===== src/rtl/seq_normalizer_8bit_if.sv =====
// rtl/seq_normalizer_8bit_if.sv - operand/result handshake bundle for seq_normalizer_8bit.
interface seq_normalizer_8bit_if #(
  parameter int WIDTH = 8,
  parameter int CNT_W = 3
);
  logic             in_valid;
  logic             in_ready;
  logic [WIDTH-1:0] data_in;
  logic             out_valid;
  logic             out_ready;
  logic [WIDTH-1:0] data_out;
  logic [CNT_W-1:0] shamt_out;
  logic             zero_flag;

  modport master (
    output in_valid,
    output data_in,
    output out_ready,
    input  in_ready,
    input  out_valid,
    input  data_out,
    input  shamt_out,
    input  zero_flag
  );

  modport slave (
    input  in_valid,
    input  data_in,
    input  out_ready,
    output in_ready,
    output out_valid,
    output data_out,
    output shamt_out,
    output zero_flag
  );
endinterface


===== src/rtl/seq_normalizer_8bit.sv =====
// rtl/seq_normalizer_8bit.sv - multi-cycle left normalizer returning data with MSB set plus shift count.
// Optional FAST_SHIFT2_EN: shift two bits per cycle while the top two work bits are both zero.
module seq_normalizer_8bit #(
  parameter int WIDTH = 8,
  parameter int CNT_W = 3
) (
  input  logic                 clk,
  input  logic                 rst_n,
  seq_normalizer_8bit_if.slave bus
);

  typedef enum logic [1:0] {
    IDLE  = 2'd0,
    SHIFT = 2'd1,
    DONE  = 2'd2
  } state_t;

  state_t           state_q, state_d;
  logic [WIDTH-1:0] work_q, work_d;
  logic [CNT_W-1:0] cnt_q, cnt_d;
  logic             zero_q, zero_d;

  always_ff @(posedge clk or negedge rst_n) begin
    if (!rst_n) begin
      state_q <= IDLE;
      work_q  <= '0;
      cnt_q   <= '0;
      zero_q  <= 1'b0;
    end else begin
      state_q <= state_d;
      work_q  <= work_d;
      cnt_q   <= cnt_d;
      zero_q  <= zero_d;
    end
  end

  always_comb begin
    state_d = state_q;
    work_d  = work_q;
    cnt_d   = cnt_q;
    zero_d  = zero_q;
    case (state_q)
      IDLE: begin
        if (bus.in_valid) begin
          work_d = bus.data_in;
          cnt_d  = '0;
          zero_d = (bus.data_in == '0);
          // Zero and already-normalized operands skip SHIFT entirely.
          if ((bus.data_in == '0) || bus.data_in[WIDTH-1]) begin
            state_d = DONE;
          end else begin
            state_d = SHIFT;
          end
        end
      end
      SHIFT: begin
`ifdef FAST_SHIFT2_EN
        // Two leading zeros on a nonzero word guarantee at least two shifts remain.
        if (work_q[WIDTH-1:WIDTH-2] == 2'b00) begin
          work_d = work_q << 2;
          cnt_d  = cnt_q + CNT_W'(2);
        end else begin
          work_d = work_q << 1;
          cnt_d  = cnt_q + CNT_W'(1);
        end
`else
        work_d = work_q << 1;
        cnt_d  = cnt_q + CNT_W'(1);
`endif
        if (work_d[WIDTH-1]) begin
          state_d = DONE;
        end
      end
      DONE: begin
        if (bus.out_ready) begin
          state_d = IDLE;
        end
      end
      default: begin
        state_d = IDLE;
      end
    endcase
  end

  assign bus.in_ready  = (state_q == IDLE);
  assign bus.out_valid = (state_q == DONE);
  assign bus.data_out  = work_q;
  assign bus.shamt_out = cnt_q;
  assign bus.zero_flag = zero_q;

  a_done_normalized : assert property (@(posedge clk) disable iff (!rst_n)
    (state_q == DONE && !zero_q) |-> work_q[WIDTH-1]);

  a_hold_when_stalled : assert property (@(posedge clk) disable iff (!rst_n)
    (state_q == DONE && !bus.out_ready) |=>
      (state_q == DONE && $stable(work_q) && $stable(cnt_q) && $stable(zero_q)));

endmodule


===== src/flat_wrapper.sv =====
// flat-port wrapper written by rule: the top's interface ports become plain ports
module seq_normalizer_8bit_flat 
#(
  parameter int WIDTH = 8,
  parameter int CNT_W = 3
)
  (clk, rst_n, bus_in_valid, bus_data_in, bus_out_ready, bus_in_ready, bus_out_valid, bus_data_out, bus_shamt_out, bus_zero_flag);
  seq_normalizer_8bit_if #(.WIDTH(WIDTH), .CNT_W(CNT_W)) bus_i ();
  input  logic clk;
  input  logic rst_n;
  input wire logic [$bits(bus_i.in_valid)-1:0] bus_in_valid;
  input wire logic [$bits(bus_i.data_in)-1:0] bus_data_in;
  input wire logic [$bits(bus_i.out_ready)-1:0] bus_out_ready;
  output wire logic [$bits(bus_i.in_ready)-1:0] bus_in_ready;
  output wire logic [$bits(bus_i.out_valid)-1:0] bus_out_valid;
  output wire logic [$bits(bus_i.data_out)-1:0] bus_data_out;
  output wire logic [$bits(bus_i.shamt_out)-1:0] bus_shamt_out;
  output wire logic [$bits(bus_i.zero_flag)-1:0] bus_zero_flag;
  assign bus_i.in_valid = bus_in_valid;
  assign bus_i.data_in = bus_data_in;
  assign bus_i.out_ready = bus_out_ready;
  assign bus_in_ready = bus_i.in_ready;
  assign bus_out_valid = bus_i.out_valid;
  assign bus_data_out = bus_i.data_out;
  assign bus_shamt_out = bus_i.shamt_out;
  assign bus_zero_flag = bus_i.zero_flag;
  seq_normalizer_8bit #(.WIDTH(WIDTH), .CNT_W(CNT_W)) u_core (.clk(clk), .rst_n(rst_n), .bus(bus_i));
endmodule

===== config.mk =====
export PLATFORM = sky130hd
export DESIGN_NAME = seq_normalizer_8bit_flat
export DESIGN_NICKNAME = d
export VERILOG_FILES = /design/src/rtl/seq_normalizer_8bit_if.sv /design/src/rtl/seq_normalizer_8bit.sv /design/src/flat_wrapper.sv
export SDC_FILE = /design/constraint.sdc
export NUM_CORES = 1
export LEC_CHECK = 0
export ABC_AREA = 1
export ABC_CLOCK_PERIOD_IN_PS = 1610
export BUFFER_PORTS_ARGS = -buffer_cell sky130_fd_sc_hd__clkbuf_2
export CORE_ASPECT_RATIO = 0.6
export CORE_MARGIN = 10
export CORE_UTILIZATION = 25
export DETAILED_ROUTE_END_ITERATION = 12
export PLACE_DENSITY = 0.47
export SLEW_MARGIN = 0
export SYNTH_ARGS = -nofsm -noshare
export SYNTH_HDL_FRONTEND = slang
export SYNTH_SLANG_ARGS = --single-unit
export TNS_END_PERCENT = 30

===== constraint.sdc =====
create_clock -name clk -period 1.61 [get_ports clk]
set_clock_uncertainty 0.2 [all_clocks]
set_input_delay 0.161 -clock clk [delete_from_list [all_inputs] [get_ports clk]]
set_output_delay 0.161 -clock clk [all_outputs]
set_load 0.005 [all_outputs]

==> results.yml, run 1 <==
setup_path:
  cp-end-kind: "flip-flop"
  cpPeakStageDelay_ps: 460
  cp_slowest_cell: "dfrtp_1"
  worstSetupPathDepth: 6
  timing.critical_path.from_type: "flip-flop"
  cpLargestDelayFamily: "flip-flops"
  crit_path_end: "u_core.bus.data_out[4]"
  cp_data_required_time_ps: 1540
  critical_path_class: "reg2reg"
  timing.critical_path.from: "u_core.state_q[0]"
  rr_worst_depth: 6
  critical_path.max_fanout: 14
  reg2reg_to: "u_core.bus.data_out[4]"
  crit_chain: "inv_2 -> nor2_4 -> buf_12 -> buf_4 -> o211ai_1 -> o21ai_1"
  regToRegSetupSlack_ps: 150
  worst-endpoint-arrival_ps: 1380
  critical_path.n_buffers_inverters: 3
  r2r-start: "u_core.state_q[0]"
synthesis:
  netlist-cell-type-count: 20
  netlist_area_um2: 761
  cell_count_after_synthesis: 91
  synth-seq-area-share: 0.461
  syn_avg_cell_area_um2: 8.36
  syn_nets: 104
  postSynthRegisterBits: 14
  yosys_warnings: 0
pwr:
  seqPwrFrac: 0.349
  irDropWorstVdd_v: 0.000545
  swShare: 0.402
  power_mw: 1.77
  total_leakage_power_nw: 0.541
  power.share.clock: 0.195
  switching_power_mw: 0.712
  internal_power_mw: 1.06
  power.density_cell_area_mw_per_mm2: 1690
  combinational_share_of_power: 0.456
final_layout:
  nets_finish: 139
  nFillCells: 320
  finish.cell_count_without_fillers: 167
  diodes: 0
  most_frequent_standard_cell_in_the_layout_excluding_fill_and_tap_cells: "clkbuf_2"
  postLayoutCoreUtil: 0.362
  final_cell_mix: "clkbuf_2, nand2_1, dfrtp_1"
  signed_area_change_from_the_synthesized_netlist_to_the_final_layout_pct: 37.5
  ratio_of_cells_with_drive_above_1_in_the_final_layout: 0.336
detailed_routing:
  drc: 0
  wl_um: 2080
  post_drt_wl_per_cell_um: 12.4
  final_antenna_net_count: 0
  first_iter_violations: 28
  vias: 697
  drt_first_pass_iters: 4
  viasPerCell: 4.17
cts:
  clock_tree.root_cell: "clkbuf_8"
  clock_tree.htree_level_count: 1
  cts.sink_count: 14
  clk_slew_on_worst_s_h_paths_ps: 60
  maximum_clock_insertion_buffer_count: 2
  tritoncts.num_buffers: 3
  cts_repair_resize_count: 0
  tritoncts: "done"
  clock_latency_ps: 240
global_routing:
  grt_pass1_wl_um: 3490
  grt_start_max_net_pins: 17
  grt_pass1_vias: 700
  grt_use_total: 0.0744
  antenna_found_initial: 0
  globalRoute.totalOverflow: 0
floorplanning:
  die_y_um: 62.7
  coreArea_mm2: 0.00289
  placementRows: 15
  chipWidth_um: 91.2
  die-area_mm2: 0.00572
  boundaryPins: 26
  start_util: 0.263
placement:
  dp.final_hpwl_um: 1630
  dp_worst_setup_slack_ps: 106
  place.gp.congestion: 0.804
  dpl.cell_count: 156
  io_buffers: 25
run:
  cap_violations: 0
timing:
  period_share: 0.905
  fin_setup_tns_ps: 0
  report.final.hold_viol_count: 0
  setup_slack_ps: 153
  tightest_slew_ps: 363
  finalSetupViolations: 0
  relSlewSlack: 0.758
  maxClockFrequency_ghz: 0.686
  report.final.slew_viol_count: 0
  post_route_minimum_period_ps: 1460
  unrepaired_setup_endpoints_after_global_routing: "no"
run_status:
  status: "finished, final reports clean"
min_path:
  timing.hold.worst.class: "in2reg"
  worstHoldStart: "bus_data_in[5]"
through the flow:
step           hold slack [ps]  area, µm²
2_1_floorplan             -335        761
3_3_place_gp              -110        916
3_5_place_dp              -108        916
4_1_cts                  0.324       1010
5_1_grt                   9.20       1050
6_report                  2.13       1050
repair_timing:
action,in CTS,in global routing
buffers inserted,0,3
endpoints found under the hold margin,17,0
hold buffers,4,0
endpoints found under the setup margin,0,1
synthesized netlist by cell type:
master	count	area (µm²)
inv_2	2	7.51
nand2_4	2	22.5
inv_1	13	48.8
nand3_1	4	20.0
a21oi_1	2	10.0
ha_1	1	12.5
a22o_1	1	8.76
nor2_4	1	11.3
o211ai_1	4	30.0
o211ai_2	2	25.0
dfrtp_1	14	350
nand2_1	19	71.3
o21ai_0	6	30.0
o21ai_1	5	25.0
buf_6	2	22.5
nor3_1	1	5.00
o21ai_2	2	17.5
nor2_1	8	30.0
nand4_1	1	6.26
nor2_2	1	6.26
worst min-delay path by stage:
stage	to	slack [ps]	cells past startpoint
finish	u_core.bus.data_out[5]	2	3
global route	u_core.bus.data_out[5]	9	3
CTS	u_core.bus.data_out[5]	0.3	3
detailed placement	u_core.bus.shamt_out[0]	-110	1
global placement	u_core.bus.data_out[0]	-110	1
floorplan	u_core.bus.data_out[0]	-330	0
cells by family after synthesis:
family,Yosys count,synth area share
AOI/OAI and AO/OA,22,0.192
adders and majority gates,1,0.0164
buffers and inverters,17,0.104
DFF,14,0.461
and+or+nand+nor,37,0.227
worst min-delay path: stages:
cell and delay (ps):
clkbuf_2 110, o211ai_2 90, o21ai_2 50
registers in the layout (all words and copies together) (netlist names):
signal	cells
u_core.bus.data_out	8
u_core.bus.shamt_out	3
u_core.bus.zero_flag	1
u_core.state_q	2
power groups by stage:
stage / Sequential [mW] / Combinational [mW] / Clock [mW]
global route: 0.634 / 0.947 / 0.374
global placement: 0.614 / 0.764 / 0
CTS: 0.617 / 0.773 / 0.357
finish: 0.618 / 0.808 / 0.346
detailed placement: 0.621 / 0.761 / 0
floorplan: 0.616 / 0.510 / 0
per-layer routing:
metal,vias up,global-route usage,part of all wire
met3,2,0.0468,0.084
met2,21,0.0961,0.38
li1,369,-,-
met4,0,0.00584,0.0034
met5,-,0,0
met1,305,0.103,0.54
final cells by class:
type                    count  area [µm²]  share of cell area
clock buffers               4        55.1              0.0526
inverters                  15        56.3              0.0538
multi-input cells          60         332               0.317
flip-flops and latches     14         350               0.335
well taps                  42        52.6              0.0502
repair buffers             32         200               0.191
No activity file was read; power rests on OpenSTA's default activity.
==> run 2, diff against run 1 <==
--- a/config.mk
+++ b/config.mk
@@ -11,8 +11,10 @@
 export CORE_ASPECT_RATIO = 0.6
 export CORE_MARGIN = 10
 export CORE_UTILIZATION = 25
+export CTS_BUF_LIST = sky130_fd_sc_hd__clkbuf_2
 export DETAILED_ROUTE_END_ITERATION = 12
 export PLACE_DENSITY = 0.47
+export SETUP_SLACK_MARGIN = 0.2
 export SLEW_MARGIN = 0
 export SYNTH_ARGS = -nofsm -noshare
 export SYNTH_HDL_FRONTEND = slang
==> results.yml, run 2 (synthesis gave the netlist of run 1 again) <==
run_status:
  status: "finished, final reports clean"
global_routing:
  globalRoute.totalOverflow: 0
  grt_use_total: 0.0791
  grt_pass1_vias: 755
  grt_start_max_net_pins: 15
  antenna_found_initial: 0
  grt_pass1_wl_um: 3740
placement:
  dp.final_hpwl_um: 1630
  dpl.cell_count: 156
  dp_worst_setup_slack_ps: 106
  placed_cell_area_um2: 916
  place.gp.congestion: 0.804
  io_buffers: 25
detailed_routing:
  drt_first_pass_iters: 4
  final_antenna_net_count: 0
  viasPerCell: 4.24
  drc: 0
  wl_um: 2210
  first_iter_violations: 38
  vias: 763
  post_drt_wl_per_cell_um: 12.3
floorplanning:
  die_y_um: 62.7
  start_util: 0.263
  placementRows: 15
  coreArea_mm2: 0.00289
  die-area_mm2: 0.00572
  boundaryPins: 26
  chipWidth_um: 91.2
final_layout:
  finish.instance_area_mm2: 0.00115
  most_frequent_standard_cell_in_the_layout_excluding_fill_and_tap_cells: "clkbuf_2"
  signed_area_change_from_the_synthesized_netlist_to_the_final_layout_pct: 51.6
  nets_finish: 152
  final_cell_mix: "clkbuf_2, nand2_1, inv_1"
  diodes: 0
  flip_flop_count_of_the_largest_register_all_copies_and_words_added: 8
  finish.cell_count_without_fillers: 180
  ratio_of_cells_with_drive_above_1_in_the_final_layout: 0.362
pwr:
  total_leakage_power_nw: 0.589
  irDropWorstVdd_v: 0.000564
  power_mw: 1.74
  power.density_cell_area_mw_per_mm2: 1510
setup_path:
  critical_path_class: "reg2reg"
  r2r-start: "u_core.state_q[0]"
  worst-endpoint-arrival_ps: 1400
  cp_data_required_time_ps: 1580
  timing.critical_path.from: "u_core.state_q[0]"
  critical_path.max_fanout: 6
  cp-end-kind: "flip-flop"
  timing.critical_path.from_type: "flip-flop"
cts:
  tritoncts.num_buffers: 3
  clock_tree.htree_level_count: 1
  clock_tree.root_cell: "clkbuf_2"
  cts.sink_count: 14
  maximum_clock_insertion_buffer_count: 2
  clk_slew_on_worst_s_h_paths_ps: 140
  clock_latency_ps: 280
  tritoncts: "done"
timing:
  report.final.slew_viol_count: 0
  finalSetupViolations: 0
  unrepaired_setup_endpoints_after_global_routing: "yes"
  relSlewSlack: 0.757
  fin_setup_tns_ps: 0
  tightest_slew_ps: 364
  post_route_minimum_period_ps: 1430
  period_share: 0.888
  report.final.hold_viol_count: 0
  setup_slack_ps: 181
  maxClockFrequency_ghz: 0.700
run:
  cap_violations: 0
min_path:
  timing.hold.worst.class: "in2async"
run 2: worst max-delay path, cell delays in order, from the launching register on:
cell      delay, ps
dfrtp_2         490
inv_2           100
nor2_4           50
buf_12          130
buf_4           130
o211ai_1        160
o21ai_1          90
run 2: cell type report:
class | count | area (µm²)
inverter | 15 | 58.8
fill | 323 | 1740
clock inverter | 1 | 3.75
multi-input combinational | 60 | 344
sequential | 14 | 353
tap | 42 | 52.6
timing repair buffer | 45 | 327
clock buffer | 3 | 15.0
run 2: where the power goes:
part	switching [mW]	total (mW)	internal (mW)	leakage (nW)
logic	0.501	0.940	0.440	0.400
clock network	0.117	0.171	0.0540	0.0140
registers	0.132	0.630	0.498	0.175
total	0.749	1.74	0.992	0.589
run 2: worst paths after layout:
check	endpoint	cells past startpoint	slack, ps
worst max-delay path	u_core.bus.data_out[3]	6	180
worst min-delay path	u_core.bus.data_out[1]	2	110
worst max register to register	u_core.bus.data_out[3]	6	180
worst min register to register	u_core.bus.data_out[7]	2	320
max in group asynchronous	u_core.state_q[0]	2	810
min in group clk	u_core.bus.data_out[7]	2	320
run 2: metrics by stage:
| stage | hold WS (ps) | utilization |
|---|---|---|
| global placement | -110 | 0.317 |
| detailed placement | -108 | 0.317 |
| CTS | 103 | 0.376 |
| finish | 111 | 0.399 |
| global route | 124 | 0.399 |
| floorplan | -335 | - |
run 2: routing by layer:
layer / vias up / track usage / part of all wire
li1: 391 / - / -
met1: 346 / 0.104 / 0.51
met2: 24 / 0.111 / 0.39
met3: 2 / 0.0468 / 0.087
met4: 0 / 0.00584 / 0.0032
met5: - / 0 / 0
run 2: what timing repair did:
action	4_1_cts	5_1_grt
hold buffers	11	0
hold endpoints to repair	25	0
pin swaps	1	3
endpoints found under the setup margin	10	13
cloned	0	0
gates resized for setup	3	12
buffers inserted	3	6
